File: src/rtl/aes_pkg.sv
// Shared AES definitions: result geometry and the output-side state encoding.
package aes_pkg;

  // Width of the AES result bus presented by the AES top.
  localparam int MSG_OUT_W = 136;

  // One serialized output byte.
  localparam int BYTE_W = 8;

  // Bytes per AES result.
  localparam int NUM_BYTES = 17;

  // Byte index width; wide enough for NUM_BYTES-1.
  localparam int IDX_W = 5;

  // Serializer states: waiting for a result, or streaming one out.
  typedef enum logic {
    IDLE,
    SEND
  } state_t;

endpackage

File: src/rtl/aes_output_serializer.sv
// Captures an AES result on the rising edge of done and streams it out
// MSB-first as NUM_BYTES bytes over a valid/ready byte interface. A result
// arriving while one is still in flight is dropped and flagged as overrun,
// except when it lands exactly on the final transfer, where it is chained in
// back-to-back.
module aes_output_serializer #(
  parameter int BYTE_W    = aes_pkg::BYTE_W,
  parameter int NUM_BYTES = aes_pkg::NUM_BYTES
) (
  input  logic                          clock,
  input  logic                          reset,
  input  logic                          done,
  input  logic [0:NUM_BYTES*BYTE_W-1]   messageOut,
  input  logic                          clearOverrun,
  input  logic                          byteReady,
  output logic [BYTE_W-1:0]             byteOut,
  output logic                          byteValid,
  output logic                          lastByte,
  output logic                          busy,
  output logic                          overrun
);

  localparam int MSG_W = NUM_BYTES * BYTE_W;
  localparam int IDX_W = aes_pkg::IDX_W;
  localparam int SEL_W = $clog2(MSG_W);
  localparam logic [IDX_W-1:0] LAST_IDX = IDX_W'(NUM_BYTES - 1);

  aes_pkg::state_t stateReg;
  aes_pkg::state_t stateNext;
  logic [IDX_W-1:0]  idxReg;
  logic [IDX_W-1:0]  idxNext;
  logic [BYTE_W-1:0] byteReg;
  logic [BYTE_W-1:0] byteNext;
  logic              overrunReg;
  logic              overrunNext;
  logic              doneQ;
  logic              loadHold;
  logic [0:MSG_W-1]  holdReg;

  logic capture;
  logic sending;
  logic transfer;
  logic atLast;

  // Byte idx of a result; bit 0 of the result is the MSB of byte 0.
  function automatic logic [BYTE_W-1:0] pickByte(
    input logic [0:MSG_W-1] msg,
    input logic [IDX_W-1:0] idx
  );
    logic [SEL_W-1:0] sel;
    sel = SEL_W'(idx) * SEL_W'(BYTE_W);
    return msg[sel +: BYTE_W];
  endfunction

  // A held-high done only produces one capture: look for its rising edge.
  assign capture  = done & ~doneQ;
  assign sending  = (stateReg == aes_pkg::SEND);
  assign transfer = sending & byteReady;
  assign atLast   = (idxReg == LAST_IDX);

  assign byteValid = sending;
  assign busy      = sending;
  assign lastByte  = sending & atLast;
  assign byteOut   = byteReg;
  assign overrun   = overrunReg;

  // done delay register; it follows done even through reset so that a level
  // already high when reset releases is not mistaken for a new result.
  always_ff @(posedge clock) begin
    doneQ <= done;
  end

  // Next-state, next-byte and overrun decisions.
  always_comb begin
    stateNext   = stateReg;
    idxNext     = idxReg;
    byteNext    = byteReg;
    overrunNext = overrunReg;
    loadHold    = 1'b0;

    // Clear first so that an overrun event in the same cycle overrides it.
    if (clearOverrun) begin
      overrunNext = 1'b0;
    end

    case (stateReg)
      aes_pkg::IDLE: begin
        if (capture) begin
          stateNext = aes_pkg::SEND;
          idxNext   = '0;
          byteNext  = pickByte(messageOut, '0);
          loadHold  = 1'b1;
        end
      end

      aes_pkg::SEND: begin
        if (transfer && atLast) begin
          if (capture) begin
            // Chain the new result straight in: no idle gap, no overrun.
            idxNext  = '0;
            byteNext = pickByte(messageOut, '0);
            loadHold = 1'b1;
          end else begin
            stateNext = aes_pkg::IDLE;
          end
        end else begin
          if (transfer) begin
            idxNext  = idxReg + 1'b1;
            byteNext = pickByte(holdReg, idxReg + 1'b1);
          end
          // A result arriving mid-stream cannot be buffered: drop and flag it.
          if (capture) begin
            overrunNext = 1'b1;
          end
        end
      end

      default: begin
        stateNext = aes_pkg::IDLE;
      end
    endcase
  end

  // Control state register with synchronous reset.
  always_ff @(posedge clock) begin
    if (reset) begin
      stateReg   <= aes_pkg::IDLE;
      idxReg     <= '0;
      byteReg    <= '0;
      overrunReg <= 1'b0;
    end else begin
      stateReg   <= stateNext;
      idxReg     <= idxNext;
      byteReg    <= byteNext;
      overrunReg <= overrunNext;
    end
  end

  // Result holding register; contents are only meaningful while sending.
  always_ff @(posedge clock) begin
    if (loadHold) begin
      holdReg <= messageOut;
    end
  end

endmodule

File: config.mk
export PLATFORM = sky130hd
export DESIGN_NAME = aes_output_serializer
export DESIGN_NICKNAME = d
export VERILOG_FILES = /design/src/rtl/aes_pkg.sv /design/src/rtl/aes_output_serializer.sv
export SDC_FILE = /design/constraint.sdc
export NUM_CORES = 1
export LEC_CHECK = 0
export ABC_AREA = 1
export BUFFER_PORTS_ARGS = -buffer_cell sky130_fd_sc_hd__buf_2
export CORE_MARGIN = 2
export CORE_UTILIZATION = 55
export DETAILED_ROUTE_END_ITERATION = 10
export PLACE_DENSITY = 0.9
export SLEW_MARGIN = 20
export SYNTH_ARGS = -nofsm -noshare
export SYNTH_HDL_FRONTEND = slang
export SYNTH_SLANG_ARGS = --single-unit
File: constraint.sdc
create_clock -name clock -period 13.6 [get_ports clock]
set_input_delay 1.36 -clock clock [delete_from_list [all_inputs] [get_ports clock]]
set_output_delay 1.36 -clock clock [all_outputs]
set_load 0.02 [all_outputs]
### After elaboration in Yosys (flattened, before gate mapping)

Index checks and enable logic that the tools add are counted.

* $add $sub $neg: 1
* equal/unequal tests: 2
* shift operators: 1
* multiplexer cells: 17
* bitwise operators: 6
* reduce and logical (&&, ||, !) cells: 1

Operators by type and width (number)
* variable part select 136 x 9 -> 137 bit: 1
* two-way mux 8 bit: 3
* case mux 8 bit (2 select lines): 1
* two-way mux 5 bit: 3
* case mux 5 bit (2 select lines): 1
* NOT 8 -> 9 bit: 1
* two-way mux 1 bit: 7
* adder 5 x 1 -> 5 bit, second input constant: 1
* equality test 5 bit, second input constant: 1
* case mux 1 bit (2 select lines): 2
* bitwise AND 1 bit: 3
* != test 3 x 1 -> 1 bit, second input constant: 1
* NOT 1 bit: 2
* logical AND 1 bit: 1

* bits in registers: 152
* input port bits: 141
* output and inout bits: 12
* word-level logic and storage cells: 34

### Logic depth before layout (Yosys ltp)

Gate-level depths: netlist of the first run.

* depth in word-level cells: 6
* mapped depth: 15
* gate-level depth less buffers: 11

### Least setup slack after synthesis of the first run

Ideal clock, no wire load.

* path kind: input-to-reg
* start point: input port byteReady
* end point: register holdReg[0] in the netlist's numbering, enable pin
* library setup time: 0.634 ns
* arrival: 7.520 ns
* data required time: 12.966 ns
* path slack: 5.446 ns
* stages on the path: 5
* buffers on the path: 1
* cells stage by stage: nor2_2 inv_2 nand2_1 buf_2 nor2_1

* word-level cells in the longest chain between the ends: 4

RTL lines
* start: declaration: RTL line aes_output_serializer.sv:15 `input logic byteReady,`
* bitwise AND 1 bit: RTL line aes_output_serializer.sv:58 `assign transfer = sending & byteReady;`
* logical AND 1 bit: RTL line aes_output_serializer.sv:97 `if (transfer && atLast) begin`
* two-way mux 1 bit: RTL line aes_output_serializer.sv:97
* case mux 1 bit (2 select lines): RTL line aes_output_serializer.sv:86 `case (stateReg)`
* named net loadHold: RTL line aes_output_serializer.sv:37 `logic loadHold;`
* end signal: assignment: RTL line aes_output_serializer.sv:142 `holdReg <= messageOut;`
* end: declaration: RTL line aes_output_serializer.sv:38 `logic [0:MSG_W-1] holdReg;`

The timed path passes the listed nets, and every way through them passes these cells.
A chain may end at the register's enable or synchronous reset.

### Final worst setup path of the first run

* start point: register idxReg[0]
* end point: register holdReg[103] in the netlist's numbering, enable pin

* word-level cells in the longest chain between the ends: 4

RTL lines
* start: declaration: RTL line aes_output_serializer.sv:30 `logic [IDX_W-1:0] idxReg;`
* start signal: assignment: RTL line aes_output_serializer.sv:133 `idxReg <= idxNext;`
* equality test 5 bit: RTL line aes_output_serializer.sv:59 `assign atLast = (idxReg == LAST_IDX);`
* logical AND 1 bit: RTL line aes_output_serializer.sv:97
* two-way mux 1 bit: RTL line aes_output_serializer.sv:97
* case mux 1 bit (2 select lines): RTL line aes_output_serializer.sv:86
* named net loadHold: RTL line aes_output_serializer.sv:37

The timed path passes the listed nets, and every way through them passes these cells.

==> results of run 1 <==
-- area by class of cell --
class	instances	area, sq um
well taps	147	184
fillers	923	3780
multi-input cells	392	1770
inverters	123	463
clock buffers	18	429
repair buffers	155	803
flip-flops and latches	152	4410
clock inverters	13	170
-- state kept, by name (all words and copies together) (netlist names) --
register  cells
busy          1
byteOut       8
doneQ         1
holdReg     136
idxReg        5
overrun       1
-- routing by layer --
layer / GRT usage / share of wire / up-vias / routed length (um)
met5: 0 / 0.00077 / - / 12
met4: 0.105 / 0.029 / 2 / 444
met3: 0.0722 / 0.082 / 35 / 1270
met2: 0.391 / 0.49 / 265 / 7530
met1: 0.308 / 0.40 / 2424 / 6240
li1: - / - / 2511 / -
-- power groups by stage --
stage / combinational [uW] / clock, uW / sequential [uW]
2_1_floorplan: 89.1 / 0 / 561
3_3_place_gp: 140 / 0 / 554
6_report: 147 / 476 / 545
5_1_grt: 164 / 500 / 547
4_1_cts: 147 / 481 / 545
3_5_place_dp: 145 / 0 / 555
-- metrics by stage --
| stage | hold slack, ns | area, sq um | setup WS, ns | instances | util |
|---|---|---|---|---|---|
| 6_report | 0.477 | 8230 | 9.62 | 1000 | 0.685 |
| 5_1_grt | 0.490 | 8230 | 9.33 | 1000 | 0.685 |
| 4_1_cts | 0.471 | 8220 | 9.44 | 1000 | 0.685 |
| 3_5_place_dp | 0.462 | 7620 | 9.48 | 969 | 0.635 |
| 3_3_place_gp | 0.450 | 7600 | 9.12 | 968 | 0.633 |
| 2_1_floorplan | 0.476 | 6770 | 5.45 | 696 | - |
-- worst paths after layout --
path | slack [ns] | depth (start not counted) | from | to
hold / removal | 0.48 | 2 | overrun | overrun
setup reg to reg | 9.62 | 7 | idxReg[0] | holdReg[103]
hold reg to reg | 0.48 | 2 | overrun | overrun
setup / recovery | 9.62 | 7 | idxReg[0] | holdReg[103]
-- logic make-up (layout without fill, tap and decap cells) --
logic type,after synthesis,in the layout,share of synthesized area
buffers and inverters,152,309,0.0896
adder cells (fa/ha/maj),2,2,0.00369
AND/OR/NAND/NOR,370,370,0.230
AO/OA/AOI/OAI,15,15,0.0155
XOR/XNOR,5,5,0.0109
flip-flops,152,152,0.650
-- synthesized netlist by cell type --
cell      count  area (sq um)
nor2_1       21          78.8
ha_1          2          25.0
nand3_2       2          20.0
nor2_2        1          6.26
xnor2_2       2          32.5
edfxtp_1    136          4080
o21ai_0       2          10.0
buf_2        17          85.1
nand2_1     228           856
xor2_2        2          32.5
nor3_1       17          85.1
nor2_4        1          11.3
buf_4         2          15.0
clkbuf_1      8          30.0
or2_0         1          6.26
buf_1         1          3.75
inv_2         9          33.8
buf_6         1          11.3
xor2_1        1          8.76
nand3_1      99           495
inv_1       113           424
dfxtp_1      16           320
a21oi_2       8          70.1
a21oi_1       5          25.0
clkinv_1      1          3.75
-- tightest hold or removal path: stages (launching register included) --
cell and delay (ns):
dfxtp_1 0.32, nand2_1 0.06, a21oi_1 0.05
-- cell usage in the layout, fill, tap and decap left out --
cell type / instances
nand2_1: 228
buf_2: 152
edfxtp_1: 136
inv_1: 113
nand3_1: 99
nor2_1: 20
nor3_1: 17
clkbuf_16: 17
dfxtp_1: 15
inv_2: 8
a21oi_2: 8
a21oi_1: 5
clkinvlp_4: 4
clkinv_2: 3
bufinv_16: 3
nor2_4: 2
nand3_2: 2
o21ai_0: 2
xor2_2: 2
xnor2_2: 2
inv_6: 2
inv_8: 2
buf_4: 2
clkinv_1: 1
nor2_2: 1
xor2_1: 1
or2_0: 1
ha_2: 1
ha_1: 1
clkbuf_1: 1
dfxtp_2: 1
buf_16: 1
==> results_dict.tcl, run 1 <==
set metrics [dict create \
    status "finished clean" \
    drive_gt1_frac 0.250 \
    synthesis.area_sq_um 6770 \
    pwr-share-seq 0.466 \
    cp_max_fo 91 \
    antenna_left 0 \
    cp_slowest_cell "buf_4" \
    hold_path_class "reg -> reg" \
    grt_first_pass_wirelength_mm 23.9 \
    fp.dieH_um 115 \
    overflow 0 \
    grt_antenna_before_repair 1 \
    post-cts-setup-buffers 0 \
    synth_warnings 0 \
    yosysSeqAreaShare 0.650 \
    numCtsBuffers 17 \
    rsz0062_at_grt "no" \
    grt_max_degree 92 \
    gp_congestion 0.856 \
    p_comb_frac 0.126 \
    fmax_ghz 0.252 \
    maxCapViolations 0 \
    clk_path_buf_depth 2 \
    place_hpwl_mm 10.3 \
    wirelength_mm 15.5 \
    arrival_ns 4.02 \
    hold_viol 0 \
    cts_tree "done" \
    clock_skew_ns 0.00513 \
    path_clk_slew_ns 0.06 \
    insertedDiodeCount 0 \
    critPathRequiredTime_ns 13.64 \
    avgRoutedWirePerCell_um 15.5 \
    grt_use_total 0.243 \
    end_kind "flop" \
    die_area_sq_um 13200 \
    vias 5237 \
    cpPeakStageDelay_ns 0.94 \
    drc 0 \
    core_sq_um 12000 \
    finalSetupViolCount 0 \
    total_power_uw 1170 \
    cp_num_buf_inv 2 \
    yosysUniqueCellTypes 25 \
    tightestPinTransition_ns 1.10 \
    path_class "reg -> reg" \
    start_util 0.564 \
    drv_slew 0 \
    synthesis.instances 696 \
    tns_ns 0 \
    postCtsResizedCells 0 \
    vdd_drop_max_mv 0.107 \
    netSwitchingFraction 0.250 \
    clk_latency_ns 0.42 \
    cp_common_cell "nand2_1" \
    top_level_ports 153 \
    io_buffers 152 \
    p_leak_uw 0.00379 \
    clock_power_share 0.408 \
    clock-sinks 152 \
    row_count 40 \
    cp-start-kind "flop" \
    syn_to_final_growth_pct 21.5 \
    synth-seq-cells 152 \
    crit_family "buffers and inverters" \
    cts_root_buf "clkbuf_16" \
    dr.pass1.iters 5 \
    syn_area_per_cell_sq_um 9.73 \
    synth.net_count 839 \
    critical_path.cell_chain "clkinv_2 > ha_2 > nand3_1 > nand2_1 > nand2_1 > nor2_4 > buf_4" \
    die_w_um 115 \
    power.switching_uw 292 \
    intPower_uw 877 \
    min_period_over_period 0.292 \
    relSlewSlack 0.266 \
    nets 984 \
    grt_pass1_vias 5003 \
    hold_buffers 0 \
    drt-initial-drc-count 381 \
    htreeDepth 4 \
    via_per_inst 5.24 \
    power_density_nw_per_um2 142 \
    layout_min_cycle_time_ns 3.98 \
]
(Power assumes the default switching activity.)
==> inputs of run 2 (changes only) <==
--- a/config.mk
+++ b/config.mk
@@ -8,9 +8,9 @@
 export ABC_AREA = 1
 export BUFFER_PORTS_ARGS = -buffer_cell sky130_fd_sc_hd__buf_2
 export CORE_MARGIN = 2
-export CORE_UTILIZATION = 55
+export CORE_UTILIZATION = 54
 export DETAILED_ROUTE_END_ITERATION = 10
-export PLACE_DENSITY = 0.9
+export PLACE_DENSITY = 0.89
 export SLEW_MARGIN = 20
 export SYNTH_ARGS = -nofsm -noshare
 export SYNTH_HDL_FRONTEND = slang
==> constraint.sdc (replaced) <==
create_clock -name clock -period 3.82 [get_ports clock]
set_input_delay 0.382 -clock clock [delete_from_list [all_inputs] [get_ports clock]]
set_output_delay 0.382 -clock clock [all_outputs]
set_load 0.02 [all_outputs]
==> run 2 against run 1 <==
Net effect:
- largest cell class unchanged
- global-route usage grew 0.55 points
- total power grew to 3.5 times the previous value
- flip-flop and latch count is the same
==> results_dict.tcl, run 2 (synthesis gave the netlist of run 1 again) <==
set metrics [dict create \
    avgRoutedWirePerCell_um 15.4 \
    hold_viol 0 \
    dpl_cell_area_sq_um 7670 \
    arrival_ns 3.18 \
    post-cts-setup-buffers 0 \
    insertedDiodeCount 0 \
    clock_skew_ns 0.00818 \
    hold_buffers 0 \
    start_util 0.559 \
    relSlewSlack 0.298 \
    postCtsResizedCells 0 \
    p_leak_uw 0.00380 \
    die_area_sq_um 13500 \
    htreeDepth 4 \
    worstHoldEndpoint "doneQ" \
    cp_common_cell "nand2_1" \
    via_per_inst 5.10 \
    final_common_cell "nand2_1" \
    final_cell_mix "227 x nand2_1, 152 x buf_2, 136 x edfxtp_1, 113 x inv_1, 99 x nand3_1" \
    path_clk_slew_ns 0.06 \
    cts_root_buf "clkbuf_16" \
    rsz0062_at_grt "no" \
    row_count 40 \
    drt-initial-drc-count 513 \
    place_hpwl_mm 10.8 \
    worst_r2r_path_depth 12 \
    gp_congestion 0.895 \
    cp_slowest_cell "inv_1" \
    maxCapViolations 0 \
    tns_ns 0 \
    grt_pass1_vias 5003 \
    hold_path_class "in -> reg" \
    core_sq_um 12100 \
    wl_met1_mm 6.13 \
    r2r_end "byteOut[1]" \
    min_period_over_period 0.738 \
    regMostFlops "holdReg" \
    cp_num_buf_inv 4 \
    rrSetupSlack_ns 1.00 \
    numCtsBuffers 17 \
    io_buffers 152 \
    grt_antenna_before_repair 0 \
    grt_max_degree 86 \
    dr.pass1.iters 7 \
    nets 987 \
    cts_tree "done" \
    top_level_ports 153 \
    clk_path_buf_depth 2 \
    antenna_left 0 \
    syn_to_final_growth_pct 21.7 \
    status "finished clean" \
    dr.max_layer_used "met4" \
    n_fill_cell 894 \
    worstHoldStart "done" \
    largest_reg_flops 136 \
    cpPeakStageDelay_ns 0.77 \
    vias 5221 \
    total_power_uw 4100 \
    fp.dieH_um 116 \
    fmax_ghz 0.355 \
    reg2reg_from "idxReg[0]" \
    crit_family "buffers and inverters" \
    grt_use_total 0.248 \
    grt_first_pass_wirelength_mm 24.5 \
    critPathRequiredTime_ns 4.18 \
    drc 0 \
    whs_path_depth 1 \
    fin_area_sq_um 8240 \
    drive_gt1_frac 0.251 \
    clk_latency_ns 0.42 \
    cp-start-kind "flop" \
    overflow 0 \
    drv_slew 0 \
    die_w_um 116 \
    finalSetupViolCount 0 \
    path_class "reg -> reg" \
    wl_met2_mm 7.53 \
    critical_path.cell_chain "buf_4 > inv_2 > ha_1 > inv_1 > nand3_1 > nor2_4 > nand2_1 > nand2_1 > inv_2 > nand2_1 > nand2_1 > a21oi_2" \
    vdd_drop_max_mv 0.469 \
    clock-sinks 152 \
    end_kind "flop" \
    layout_min_cycle_time_ns 2.82 \
    wirelength_mm 15.7 \
    power_density_nw_per_um2 497 \
    met3_length_mm 1.62 \
    tightestPinTransition_ns 1.05 \
    cp_max_fo 33 \
]
-- run 2: layer usage --
layer,vias up,global-route usage
li1,2523,-
met3,43,0.0842
met5,-,0
met4,0,0.111
met2,285,0.402
met1,2370,0.304
-- run 2: area by class of cell --
class | instances | area (sq um) | share of cell area
clock inverter | 14 | 150 | 0.0182
inverter | 123 | 462 | 0.0560
clock buffer | 17 | 425 | 0.0516
tap | 168 | 210 | 0.0255
multi-input combinational | 392 | 1770 | 0.215
sequential | 152 | 4410 | 0.534
timing repair buffer | 158 | 818 | 0.0993
-- run 2: stage by stage --
step / utilization / cells / setup slack (ns) / hold slack (ns)
floorplan: - / 696 / 0.00580 / 0.410
finish: 0.681 / 1024 / 1.00 / 0.0673
detailed placement: 0.633 / 993 / 1.07 / 0.453
CTS: 0.681 / 1024 / 1.03 / 0.0563
global placement: 0.633 / 993 / 1.12 / 0.450
global route: 0.681 / 1024 / 0.773 / 0.0532
-- run 2: power breakdown --
group	total [uW]	internal [uW]	switching, uW
clock network	1630	961	666
logic	529	182	347
registers	1940	1910	31.4
total	4100	3050	1040
-- run 2: worst max-delay path by stage --
| stage | start | end | depth (start not counted) |
|---|---|---|---|
| floorplan | idxReg[0] | holdReg[0] | 9 |
| CTS | idxReg[0] | byteOut[1] | 12 |
| global route | idxReg[0] | byteOut[0] | 12 |
| global placement | idxReg[0] | byteOut[4] | 12 |
| detailed placement | idxReg[0] | byteOut[0] | 12 |
| finish | idxReg[0] | byteOut[1] | 12 |
